[src/rtl/ql_kbd_pkg.sv]
// QL keyboard matrix constants, combo table and sequencer state type.
package ql_kbd_pkg;

    // Matrix indices (row*8+col) of the keys the combo sequencer touches.
    localparam int QL_SHIFT = 56;
    localparam int QL_CTRL  = 57;
    localparam int QL_ALT   = 58;
    localparam int QL_LEFT  = 9;
    localparam int QL_UP    = 10;
    localparam int QL_RIGHT = 12;
    localparam int QL_DOWN  = 15;
    localparam int QL_F4    = 0;
    localparam int QL_F1    = 1;
    localparam int QL_F2    = 3;
    localparam int QL_F3    = 4;
    localparam int QL_F5    = 5;

    // Modifier mask layout {alt,ctrl,shift}.
    localparam logic [2:0] MOD_NONE  = 3'b000;
    localparam logic [2:0] MOD_SHIFT = 3'b001;
    localparam logic [2:0] MOD_CTRL  = 3'b010;
    localparam logic [2:0] MOD_ALT   = 3'b100;

    typedef enum logic [1:0] {
        ST_IDLE,
        ST_MOD,
        ST_KEY,
        ST_REL
    } seq_state_t;

    typedef struct packed {
        logic [2:0] mods;
        logic [5:0] key;
    } combo_t;

    // Host keys that have no direct QL equivalent.
    localparam combo_t COMBO_BKSP = '{mods: MOD_CTRL,  key: 6'(QL_LEFT)};
    localparam combo_t COMBO_DEL  = '{mods: MOD_CTRL,  key: 6'(QL_RIGHT)};
    localparam combo_t COMBO_F6   = '{mods: MOD_SHIFT, key: 6'(QL_F1)};
    localparam combo_t COMBO_F7   = '{mods: MOD_SHIFT, key: 6'(QL_F2)};
    localparam combo_t COMBO_F8   = '{mods: MOD_SHIFT, key: 6'(QL_F3)};
    localparam combo_t COMBO_F9   = '{mods: MOD_SHIFT, key: 6'(QL_F4)};
    localparam combo_t COMBO_F10  = '{mods: MOD_SHIFT, key: 6'(QL_F5)};
    localparam combo_t COMBO_HOME = '{mods: MOD_ALT,   key: 6'(QL_LEFT)};
    localparam combo_t COMBO_END  = '{mods: MOD_ALT,   key: 6'(QL_RIGHT)};
    localparam combo_t COMBO_PGUP = '{mods: MOD_SHIFT, key: 6'(QL_UP)};
    localparam combo_t COMBO_PGDN = '{mods: MOD_SHIFT, key: 6'(QL_DOWN)};

    // Expand a modifier mask into its matrix bits.
    function automatic logic [63:0] mod_to_matrix(input logic [2:0] mods);
        logic [63:0] m;
        m = '0;
        m[QL_SHIFT] = mods[0];
        m[QL_CTRL]  = mods[1];
        m[QL_ALT]   = mods[2];
        return m;
    endfunction

endpackage

[src/rtl/ql_combo_sequencer_if.sv]
// Request table in, matrix overlay and status out, for the combo sequencer.
interface ql_combo_sequencer_if #(
    parameter int NUM_REQ = 12
);
    logic [NUM_REQ-1:0]   req;
    logic [3*NUM_REQ-1:0] req_mod;
    logic [6*NUM_REQ-1:0] req_key;
    logic [63:0]          matrix_or;
    logic                 busy;
    logic [3:0]           active_id;

    modport master (
        output req, req_mod, req_key,
        input  matrix_or, busy, active_id
    );

    modport slave (
        input  req, req_mod, req_key,
        output matrix_or, busy, active_id
    );
endinterface

[src/rtl/ql_rr_arbiter.sv]
// Round-robin arbiter: picks the lowest requesting index at or after ptr, wrapping.
module ql_rr_arbiter #(
    parameter int NUM_REQ = 12
) (
    input  logic [NUM_REQ-1:0] req,
    input  logic [3:0]         ptr,
    output logic [NUM_REQ-1:0] grant,
    output logic [3:0]         idx,
    output logic               valid
);
    // Distance from ptr (with wrap) ranks each requester; smallest distance wins.
    always_comb begin
        int off;
        int best;
        grant = '0;
        idx   = '0;
        valid = 1'b0;
        best  = NUM_REQ;
        off   = 0;
        for (int k = 0; k < NUM_REQ; k++) begin
            off = (k >= int'(ptr)) ? k - int'(ptr) : k + NUM_REQ - int'(ptr);
            if (req[k] && off < best) begin
                best     = off;
                grant    = '0;
                grant[k] = 1'b1;
                idx      = 4'(k);
                valid    = 1'b1;
            end
        end
    end
endmodule

[src/rtl/ql_combo_sequencer.sv]
// Plays modifier+key combos onto the QL matrix one at a time, timed in prescaler ticks.
module ql_combo_sequencer
    import ql_kbd_pkg::*;
#(
    parameter int NUM_REQ      = 12,
    parameter int TICK_DIV     = 13,
    parameter int SETTLE_TICKS = 15,
    parameter int MIN_HOLD     = 4,
    parameter int GAP_TICKS    = 2
) (
    input  logic                  clk,
    input  logic                  delay_reset,
    input  logic                  ce,
    ql_combo_sequencer_if.slave   bus
);
    localparam logic [7:0] SETTLE_L = 8'(SETTLE_TICKS);
    localparam logic [7:0] HOLD_L   = 8'(MIN_HOLD);
    localparam logic [7:0] GAP_L    = 8'(GAP_TICKS);

    logic [TICK_DIV-1:0] prescaler;
    logic                tick;
    seq_state_t          state;
    logic [7:0]          cnt;
    logic [7:0]          cnt_nx;
    logic [3:0]          ptr;
    logic [NUM_REQ-1:0]  grant_q;
    logic [2:0]          mods;
    logic [5:0]          key;
    logic [63:0]         key_bit;
    logic                req_held;
    logic [63:0]         matrix_q;
    logic                busy_q;
    logic [3:0]          active_id_q;

    logic [NUM_REQ-1:0]  arb_grant;
    logic [3:0]          arb_idx;
    logic                arb_valid;
    logic [2:0]          mod_sel;
    logic [5:0]          key_sel;

    ql_rr_arbiter #(.NUM_REQ(NUM_REQ)) u_arb (
        .req   (bus.req),
        .ptr   (ptr),
        .grant (arb_grant),
        .idx   (arb_idx),
        .valid (arb_valid)
    );

    assign tick     = ce && (prescaler == '1);
    assign cnt_nx   = (tick && cnt != 8'hFF) ? cnt + 8'd1 : cnt;
    assign key_bit  = 64'd1 << key;
    assign req_held = |(bus.req & grant_q);

    assign bus.matrix_or = matrix_q;
    assign bus.busy      = busy_q;
    assign bus.active_id = active_id_q;

    // Pick the granted requester's modifier mask and key out of the static table.
    always_comb begin
        mod_sel = '0;
        key_sel = '0;
        for (int k = 0; k < NUM_REQ; k++) begin
            if (arb_grant[k]) begin
                mod_sel = mod_sel | bus.req_mod[3*k +: 3];
                key_sel = key_sel | bus.req_key[6*k +: 6];
            end
        end
    end

    // Free-running tick prescaler advanced by the clock enable.
    always_ff @(posedge clk or posedge delay_reset) begin
        if (delay_reset) prescaler <= '0;
        else if (ce)     prescaler <= prescaler + TICK_DIV'(1);
    end

    // Combo sequencer; outputs are computed for the state being entered.
    always_ff @(posedge clk or posedge delay_reset) begin
        if (delay_reset) begin
            state       <= ST_IDLE;
            cnt         <= '0;
            ptr         <= '0;
            grant_q     <= '0;
            mods        <= '0;
            key         <= '0;
            matrix_q    <= '0;
            busy_q      <= 1'b0;
            active_id_q <= '0;
        end else begin
            case (state)
                ST_IDLE: begin
                    if (arb_valid) begin
                        state       <= ST_MOD;
                        cnt         <= '0;
                        grant_q     <= arb_grant;
                        mods        <= mod_sel;
                        key         <= key_sel;
                        active_id_q <= arb_idx;
                        ptr         <= (arb_idx == 4'(NUM_REQ-1)) ? 4'd0 : arb_idx + 4'd1;
                        matrix_q    <= mod_to_matrix(mod_sel);
                        busy_q      <= 1'b1;
                    end
                end
                ST_MOD: begin
                    // A request released before the key shows aborts without ever showing it.
                    if (!req_held) begin
                        state    <= ST_REL;
                        cnt      <= '0;
                        matrix_q <= '0;
                    end else if (mods == MOD_NONE || cnt_nx >= SETTLE_L) begin
                        state    <= ST_KEY;
                        cnt      <= '0;
                        matrix_q <= mod_to_matrix(mods) | key_bit;
                    end else begin
                        cnt <= cnt_nx;
                    end
                end
                ST_KEY: begin
                    if (!req_held && cnt_nx >= HOLD_L) begin
                        state    <= ST_REL;
                        cnt      <= '0;
                        matrix_q <= '0;
                    end else begin
                        cnt <= cnt_nx;
                    end
                end
                ST_REL: begin
                    if (cnt_nx >= GAP_L) begin
                        state  <= ST_IDLE;
                        cnt    <= '0;
                        busy_q <= 1'b0;
                    end else begin
                        cnt <= cnt_nx;
                    end
                end
                default: begin
                    state    <= ST_IDLE;
                    cnt      <= '0;
                    matrix_q <= '0;
                    busy_q   <= 1'b0;
                end
            endcase
        end
    end
endmodule
[src/flat_wrapper.sv]
// flat-port wrapper written by rule: the top's interface ports become plain ports
module ql_combo_sequencer_flat import ql_kbd_pkg::*;
#(
    parameter int NUM_REQ      = 12,
    parameter int TICK_DIV     = 13,
    parameter int SETTLE_TICKS = 15,
    parameter int MIN_HOLD     = 4,
    parameter int GAP_TICKS    = 2
)
  (clk, delay_reset, ce, bus_req, bus_req_mod, bus_req_key, bus_matrix_or, bus_busy, bus_active_id);
  ql_combo_sequencer_if #(.NUM_REQ(NUM_REQ)) bus_i ();
  input  logic clk;
  input  logic delay_reset;
  input  logic ce;
  input wire logic [$bits(bus_i.req)-1:0] bus_req;
  input wire logic [$bits(bus_i.req_mod)-1:0] bus_req_mod;
  input wire logic [$bits(bus_i.req_key)-1:0] bus_req_key;
  output wire logic [$bits(bus_i.matrix_or)-1:0] bus_matrix_or;
  output wire logic [$bits(bus_i.busy)-1:0] bus_busy;
  output wire logic [$bits(bus_i.active_id)-1:0] bus_active_id;
  assign bus_i.req = bus_req;
  assign bus_i.req_mod = bus_req_mod;
  assign bus_i.req_key = bus_req_key;
  assign bus_matrix_or = bus_i.matrix_or;
  assign bus_busy = bus_i.busy;
  assign bus_active_id = bus_i.active_id;
  ql_combo_sequencer #(.NUM_REQ(NUM_REQ), .TICK_DIV(TICK_DIV), .SETTLE_TICKS(SETTLE_TICKS), .MIN_HOLD(MIN_HOLD), .GAP_TICKS(GAP_TICKS)) u_core (.clk(clk), .delay_reset(delay_reset), .ce(ce), .bus(bus_i));
endmodule
[config.mk]
export PLATFORM = sky130hd
export DESIGN_NAME = ql_combo_sequencer_flat
export DESIGN_NICKNAME = d
export VERILOG_FILES = /design/src/rtl/ql_kbd_pkg.sv /design/src/rtl/ql_combo_sequencer_if.sv /design/src/rtl/ql_rr_arbiter.sv /design/src/rtl/ql_combo_sequencer.sv /design/src/flat_wrapper.sv
export SDC_FILE = /design/constraint.sdc
export NUM_CORES = 1
export LEC_CHECK = 0
export BUFFER_PORTS_ARGS = -buffer_cell sky130_fd_sc_hd__buf_2
export CAP_MARGIN = 20
export CORE_ASPECT_RATIO = 1.75
export CORE_MARGIN = 4
export CORE_UTILIZATION = 40
export CTS_CLUSTER_DIAMETER = 30
export CTS_CLUSTER_SIZE = 8
export DETAILED_ROUTE_END_ITERATION = 8
export MAX_ROUTING_LAYER = met4
export PLACE_DENSITY_LB_ADDON = 0.2
export SYNTH_ARGS = -nofsm -noshare
export SYNTH_HDL_FRONTEND = slang
export SYNTH_SLANG_ARGS = --single-unit
[constraint.sdc]
create_clock -name clk -period 24.8 [get_ports clk]
set_clock_uncertainty 0.1 [all_clocks]
set_input_delay 4.96 -clock clk [delete_from_list [all_inputs] [get_ports clk]]
set_output_delay 4.96 -clock clk [all_outputs]
set_load 0.005 [all_outputs]
### Word level (Yosys, flattened, before mapping)

Cells that the tools add are included.

* register bits after elaboration: 117
* bits of input ports: 123
* output and inout bits: 69
* word-level logic and storage cells: 229

* add/sub/neg operators: 27
* order comparisons: 27
* equality and inequality tests: 10
* shift operators: 1
* multiplexer cells: 104
* bitwise gates (word level): 24
* reduce and logical (&&, ||, !) cells: 26

Operators with widths (number)
* 32-bit 2-to-1 mux: 23
* 32-bit < comparator: 11
* 64-bit 2-to-1 mux: 4
* 64-bit one-hot mux with 3 select lines: 1
* 12-bit 2-to-1 mux: 11
* 6-bit 2-to-1 mux: 12
* 6-bit bitwise OR: 11
* 59-bit by 64-bit bitwise OR with 64-bit output: 1
* 1-bit by 6-bit << shifter with 64-bit output (first input constant): 1
* 8-bit 2-to-1 mux: 6
* 5-bit by 4-bit subtractor with 6-bit output (first input constant): 8
* 4-bit 2-to-1 mux: 11
* 4-bit by 4-bit subtractor with 5-bit output (first input constant): 8
* 3-bit 2-to-1 mux: 12
* 3-bit bitwise OR: 11
* 32-bit by 5-bit < comparator with 1-bit output (second input constant): 1
* 8-bit one-hot mux with 4 select lines: 1
* 3-bit by 4-bit subtractor with 5-bit output (first input constant): 4
* 3-bit by 4-bit >= comparator with 1-bit output (first input constant): 4
* 4-bit >= comparator (first input constant): 4
* 1-bit 2-to-1 mux: 16
* 1-bit logical AND: 15
* 13-bit by 1-bit adder with 13-bit output (second input constant): 1
* 13-bit == test (second input constant): 1
* other kinds (29): 41

### Depth between registers and ports, before layout

* depth in word-level cells: 63
* gate-level depth with buffers: 129
* mapped depth without buffers: 112

### Hierarchy

A second synthesis with hierarchy kept.

* cell total of the unflattened synthesis: 1181
* area total of the unflattened synthesis: 10483.8 µm²

By module, submodules not included
* ql_combo_sequencer: instances 1, cells each 589, area each 6383.6 µm², seq. area each 2927.8 µm²
* ql_rr_arbiter: instances 1, cells each 592, area each 4100.2 µm², seq. area each 0.0 µm²

### Least setup slack after synthesis

OpenSTA, ideal clock, no wires.

* kind: in2reg
* start point: input bus_req[0]
* end point: register u_core.matrix_q[58], in the netlist u_core.bus.matrix_or[58]
* setup time: 0.127 ns
* data arrival time: 25.725 ns
* required time: 24.573 ns
* slack: -1.152 ns
* stages: 111
* cell sequence: inv_1 -> a21oi_1 -> nand2_1 -> ha_1 -> inv_1 -> a31oi_1 -> a21oi_1 -> o31a_1 -> clkbuf_1 -> o21a_1 -> ha_1 -> nand2b_1 -> o31ai_1 -> inv_1 -> nand2_1 -> a2111oi_0 -> nor2_1 -> nand2_1 -> [... 75 more ...] -> or3_1 -> clkbuf_1 -> clkbuf_1 -> nand2_1 -> o21a_1 -> ha_1 -> nor3b_1 -> nor2b_1 -> o21ai_0 -> o21ai_0 -> a2111oi_1 -> o21ai_1 -> or4_1 -> buf_2 -> o31ai_4 -> buf_4 -> mux2i_1 -> o31ai_1

* longest elaborated chain between the ends: 60

RTL lines
* start, declared: RTL line flat_wrapper.sv:15 `input wire logic [$bits(bus_i.req)-1:0] bus_req;`
* 1-bit logical AND: RTL line ql_rr_arbiter.sv:22 `if (req[k] && off < best) begin`
* 32-bit 2-to-1 mux: RTL line ql_rr_arbiter.sv:22
* 32-bit < comparator: RTL line ql_rr_arbiter.sv:22
* 1-bit logical AND: RTL line ql_rr_arbiter.sv:22
* 32-bit 2-to-1 mux: RTL line ql_rr_arbiter.sv:22
* 32-bit < comparator: RTL line ql_rr_arbiter.sv:22
* 1-bit logical AND: RTL line ql_rr_arbiter.sv:22
* 32-bit 2-to-1 mux: RTL line ql_rr_arbiter.sv:22
* [... 44 more ...]
* 3-bit bitwise OR: RTL line ql_combo_sequencer.sv:64 `mod_sel = mod_sel | bus.req_mod[3*k +: 3];`
* 3-bit 2-to-1 mux: RTL line ql_combo_sequencer.sv:63 `if (arb_grant[k]) begin`
* 3-bit bitwise OR: RTL line ql_combo_sequencer.sv:64
* 3-bit 2-to-1 mux: RTL line ql_combo_sequencer.sv:63
* 3-bit bitwise OR: RTL line ql_combo_sequencer.sv:64
* 3-bit 2-to-1 mux: RTL line ql_combo_sequencer.sv:63
* 64-bit 2-to-1 mux: RTL line ql_combo_sequencer.sv:91 `if (arb_valid) begin`
* 64-bit one-hot mux with 3 select lines: RTL line ql_combo_sequencer.sv:89 `case (state)`
* end signal, assigned: RTL line ql_combo_sequencer.sv:99 `matrix_q <= mod_to_matrix(mod_sel);`
* end signal, assigned: RTL line ql_combo_sequencer.sv:112 `matrix_q <= mod_to_matrix(mods) | key_bit;`
* end, declared: RTL line ql_combo_sequencer.sv:31 `logic [63:0] matrix_q;`

Parallel ways exist; a longest one is shown, timed or not. The select of a mux whose other input is x is not followed.
A chain may end at the register's enable or synchronous reset.

### Worst setup path in the final report

Same ends and word-level chain as after synthesis.

==> flow_summary.ini <==
[run_status]
status = complete, no violations

[synth]
ys_dominant_reg_cell = dfrtp_1
synth_edf_count = 0
syn_area_per_cell_um2 = 7.90
synthAdderAreaFrac = 0.0715
synth_area_mm2 = 0.0105
synth_xor_area_frac = 0.0333
synth_top_family_by_area = compound AO/OA/AOI/OAI gates
synth.distinct_cells = 97
synth_mux_area_frac = 0.0292
ys_seq_area_frac = 0.280
syn_inst = 1326
ys_seq_elements = 117
ys_async_sr_fraction = 1.00
yosys.area.top_type = dfrtp_1
ys_top_cells_by_area = dfrtp_1 28%, nand2_1 8.0%, ha_1 7.1%
synth_compound_area_frac = 0.285
yosysWarnings = 0
synth_top_area_share = 0.280
yosys.area_share.simple = 0.245

[flow_run]
maxCapViolCount = 0

[sta]
slew_headroom = 0.313
fmax_mhz = 42.5
setup_ws_ns = 1.29
fin_crit_ns = 23.51
finalSetupViolCount = 0
max_slew.worst_pin.slew_ns = 1.01
period_share = 0.948
finalHoldViolations = 0
slew_viol_final = 0

[layout]
final_common_cell = nand2_1
syn_to_final_growth_pct = 20.1
drive_above_1_share = 0.230
fin_nets = 1691
mostFrequentLayoutCells = 222 x nand2_1, 191 x buf_2, 117 x dfrtp_1, 97 x nor2_1, 74 x o31ai_1
utilization = 0.486
design_area_mm2 = 0.0126
nFillCells = 2592
fin_cells = 1843

[clock_network]
cts_buffer_depth = 2
clkLatencyLatePin_ns = 0.43
htreeDepth = 4
cts_made_buffers = 17
cts_sinks = 117
clk_transition_reported_paths_ns = 0.06
cts_tree = done
cts_root_buffer = clkbuf_16

[grt]
top_usage_layer = met2
use_met3 = 0.0424
antenna_found_initial = 2
gr-total-overflow = 0
grt_use_total = 0.273
grt_use_met1 = 0.272
grtUsageMet2 = 0.477
grt_max_degree = 85
grt_pass1_vias = 11000
grt_pass1_wl_mm = 59.6

[routing]
drc_errors = 0
wl_per_cell_um = 21.5
finalWirelength_mm = 39.5
vias_per_cell = 6.01
vias = 11100
dr.first_iter.drc_count = 808
drtAntennaViolNets = 0
first_pass_iters = 5

[floorplan]
fp-row-count = 78
core_mm2 = 0.0259
die_h_um = 222
start_util = 0.405
die_x_um = 130
pin_count = 192
dieArea_mm2 = 0.0289

[setup_path]
cp_num_buf_inv = 12
path_common_cell = nor2_1
max_stage_delay_ns = 0.60
crit_path_end_kind = flip-flop
r2r_slack_ns = 3.40
cp-start-kind = primary input
crit_family = compound AO/OA/AOI/OAI gates
slowest_stage = or4_4
crit_required_ns = 25.00
critPathKind = primary input to flip-flop
worstPathMaxFanout = 25
cp.arrival_ns = 23.71

[place]
dp_hpwl_mm = 30.9
dpl-instance-area_mm2 = 0.0117
io_buffers = 191
dpl.cell_count = 1795
routabilityCongestion = 0.980
dp_slack_ns = -0.592

[worst_hold_path]
hp-class = flip-flop to flip-flop
[per-stage QoR]
| step | setup TNS, ns | hold slack (ns) |
|---|---|---|
| 3_5_place_dp | -44.91 | 0.359 |
| 6_report | 0 | 0.371 |
| 5_1_grt | -3.32 | 0.389 |
| 3_3_place_gp | -10.22 | 0.352 |
| 4_1_cts | 0 | 0.369 |
| 2_1_floorplan | 0 | 0.338 |
[layout make-up]
class / count / area (µm²) / share of cell area
Tap cell: 320 / 400 / 0.0319
Clock inverter: 10 / 83.8 / 0.00667
Inverter: 51 / 194 / 0.0154
Clock buffer: 21 / 450 / 0.0358
Sequential cell: 117 / 2930 / 0.233
Antenna cell: 2 / 5.00 / 0.000398
Timing Repair Buffer: 240 / 1370 / 0.109
Multi-Input combinational cell: 1082 / 7140 / 0.568
[cells in the mapped netlist, drive strengths merged (4+ instances only)]
cell and count:
nand2 223, dfrtp 117, nor2 101, o21ai 82
o31ai 77, a21oi 69, ha 59, inv 51
clkbuf 45, nand3 41, buf 33, nor3 30
a211oi 23, xnor2 23, nand2b 21, and3 20
a31oi 19, mux2 17, nor2b 16, xor2 16
and2 15, a2111oi 13, a21o 13, a221oi 12
mux2i 11, nor3b 11, o21a 11, nand4 10
nor4 10, or3 10, o211ai 9, o22ai 8
or2 8, or4 7, a2111o 6, a41oi 6
a21boi 5, a22o 5, nand3b 5, o21bai 5
a31o 4, and4 4, o31a 4, o41ai 4
[worst paths after layout]
| check | endpoint | from | cells after the start |
|---|---|---|---|
| min in group asynchronous | u_core.bus.matrix_or[30] | delay_reset | 2 |
| max in group asynchronous | u_core.bus.matrix_or[52] | delay_reset | 3 |
| setup / recovery | u_core.bus.matrix_or[58] | bus_req[0] | 101 |
| setup reg to reg | u_core.bus.matrix_or[58] | u_core.ptr[2] | 106 |
| hold reg to reg | u_core.prescaler[12] | u_core.prescaler[12] | 1 |
| hold / removal | u_core.prescaler[12] | u_core.prescaler[12] | 1 |
[layer usage]
metal / up-vias / wire length (µm)
met5: - / 0
li1: 5258 / -
met4: 0 / 3060
met2: 403 / 20400
met1: 5276 / 14000
met3: 140 / 2050
[sequential cells by signal, summed over array words and instances, names as in the netlist]
| register | count |
|---|---|
| u_core.bus.matrix_or | 64 |
| u_core.prescaler | 13 |
| u_core.grant_q | 12 |
| u_core.cnt | 8 |
| u_core.key | 6 |
| u_core.bus.active_id | 4 |
| u_core.ptr | 4 |
| u_core.mods | 3 |
| u_core.state | 2 |
| u_core.bus.busy | 1 |
[kinds of logic (layout without fill, tap and decap cells)]
family | after synthesis | in the layout
buffers and inverters | 129 | 322
other | 1 | 4
multiplexers | 28 | 28
AO/OA/AOI/OAI | 416 | 417
AND/OR/NAND/NOR | 536 | 536
adder cells (fa/ha/maj) | 60 | 60
XOR/XNOR | 39 | 39
flip-flops | 117 | 117
[repair_timing]
item / 4_1_cts / 5_1_grt
buffers inserted: 2 / 11
hold buffers: 0 / 0
setup endpoints to repair: 75 / 104
gates cloned: 1 / 1
pin swaps: 2 / 7
resized for setup: 2 / 41
Power is not shown: default switching activity piles up to over one toggle a cycle in this logic, so the estimate is an artifact.
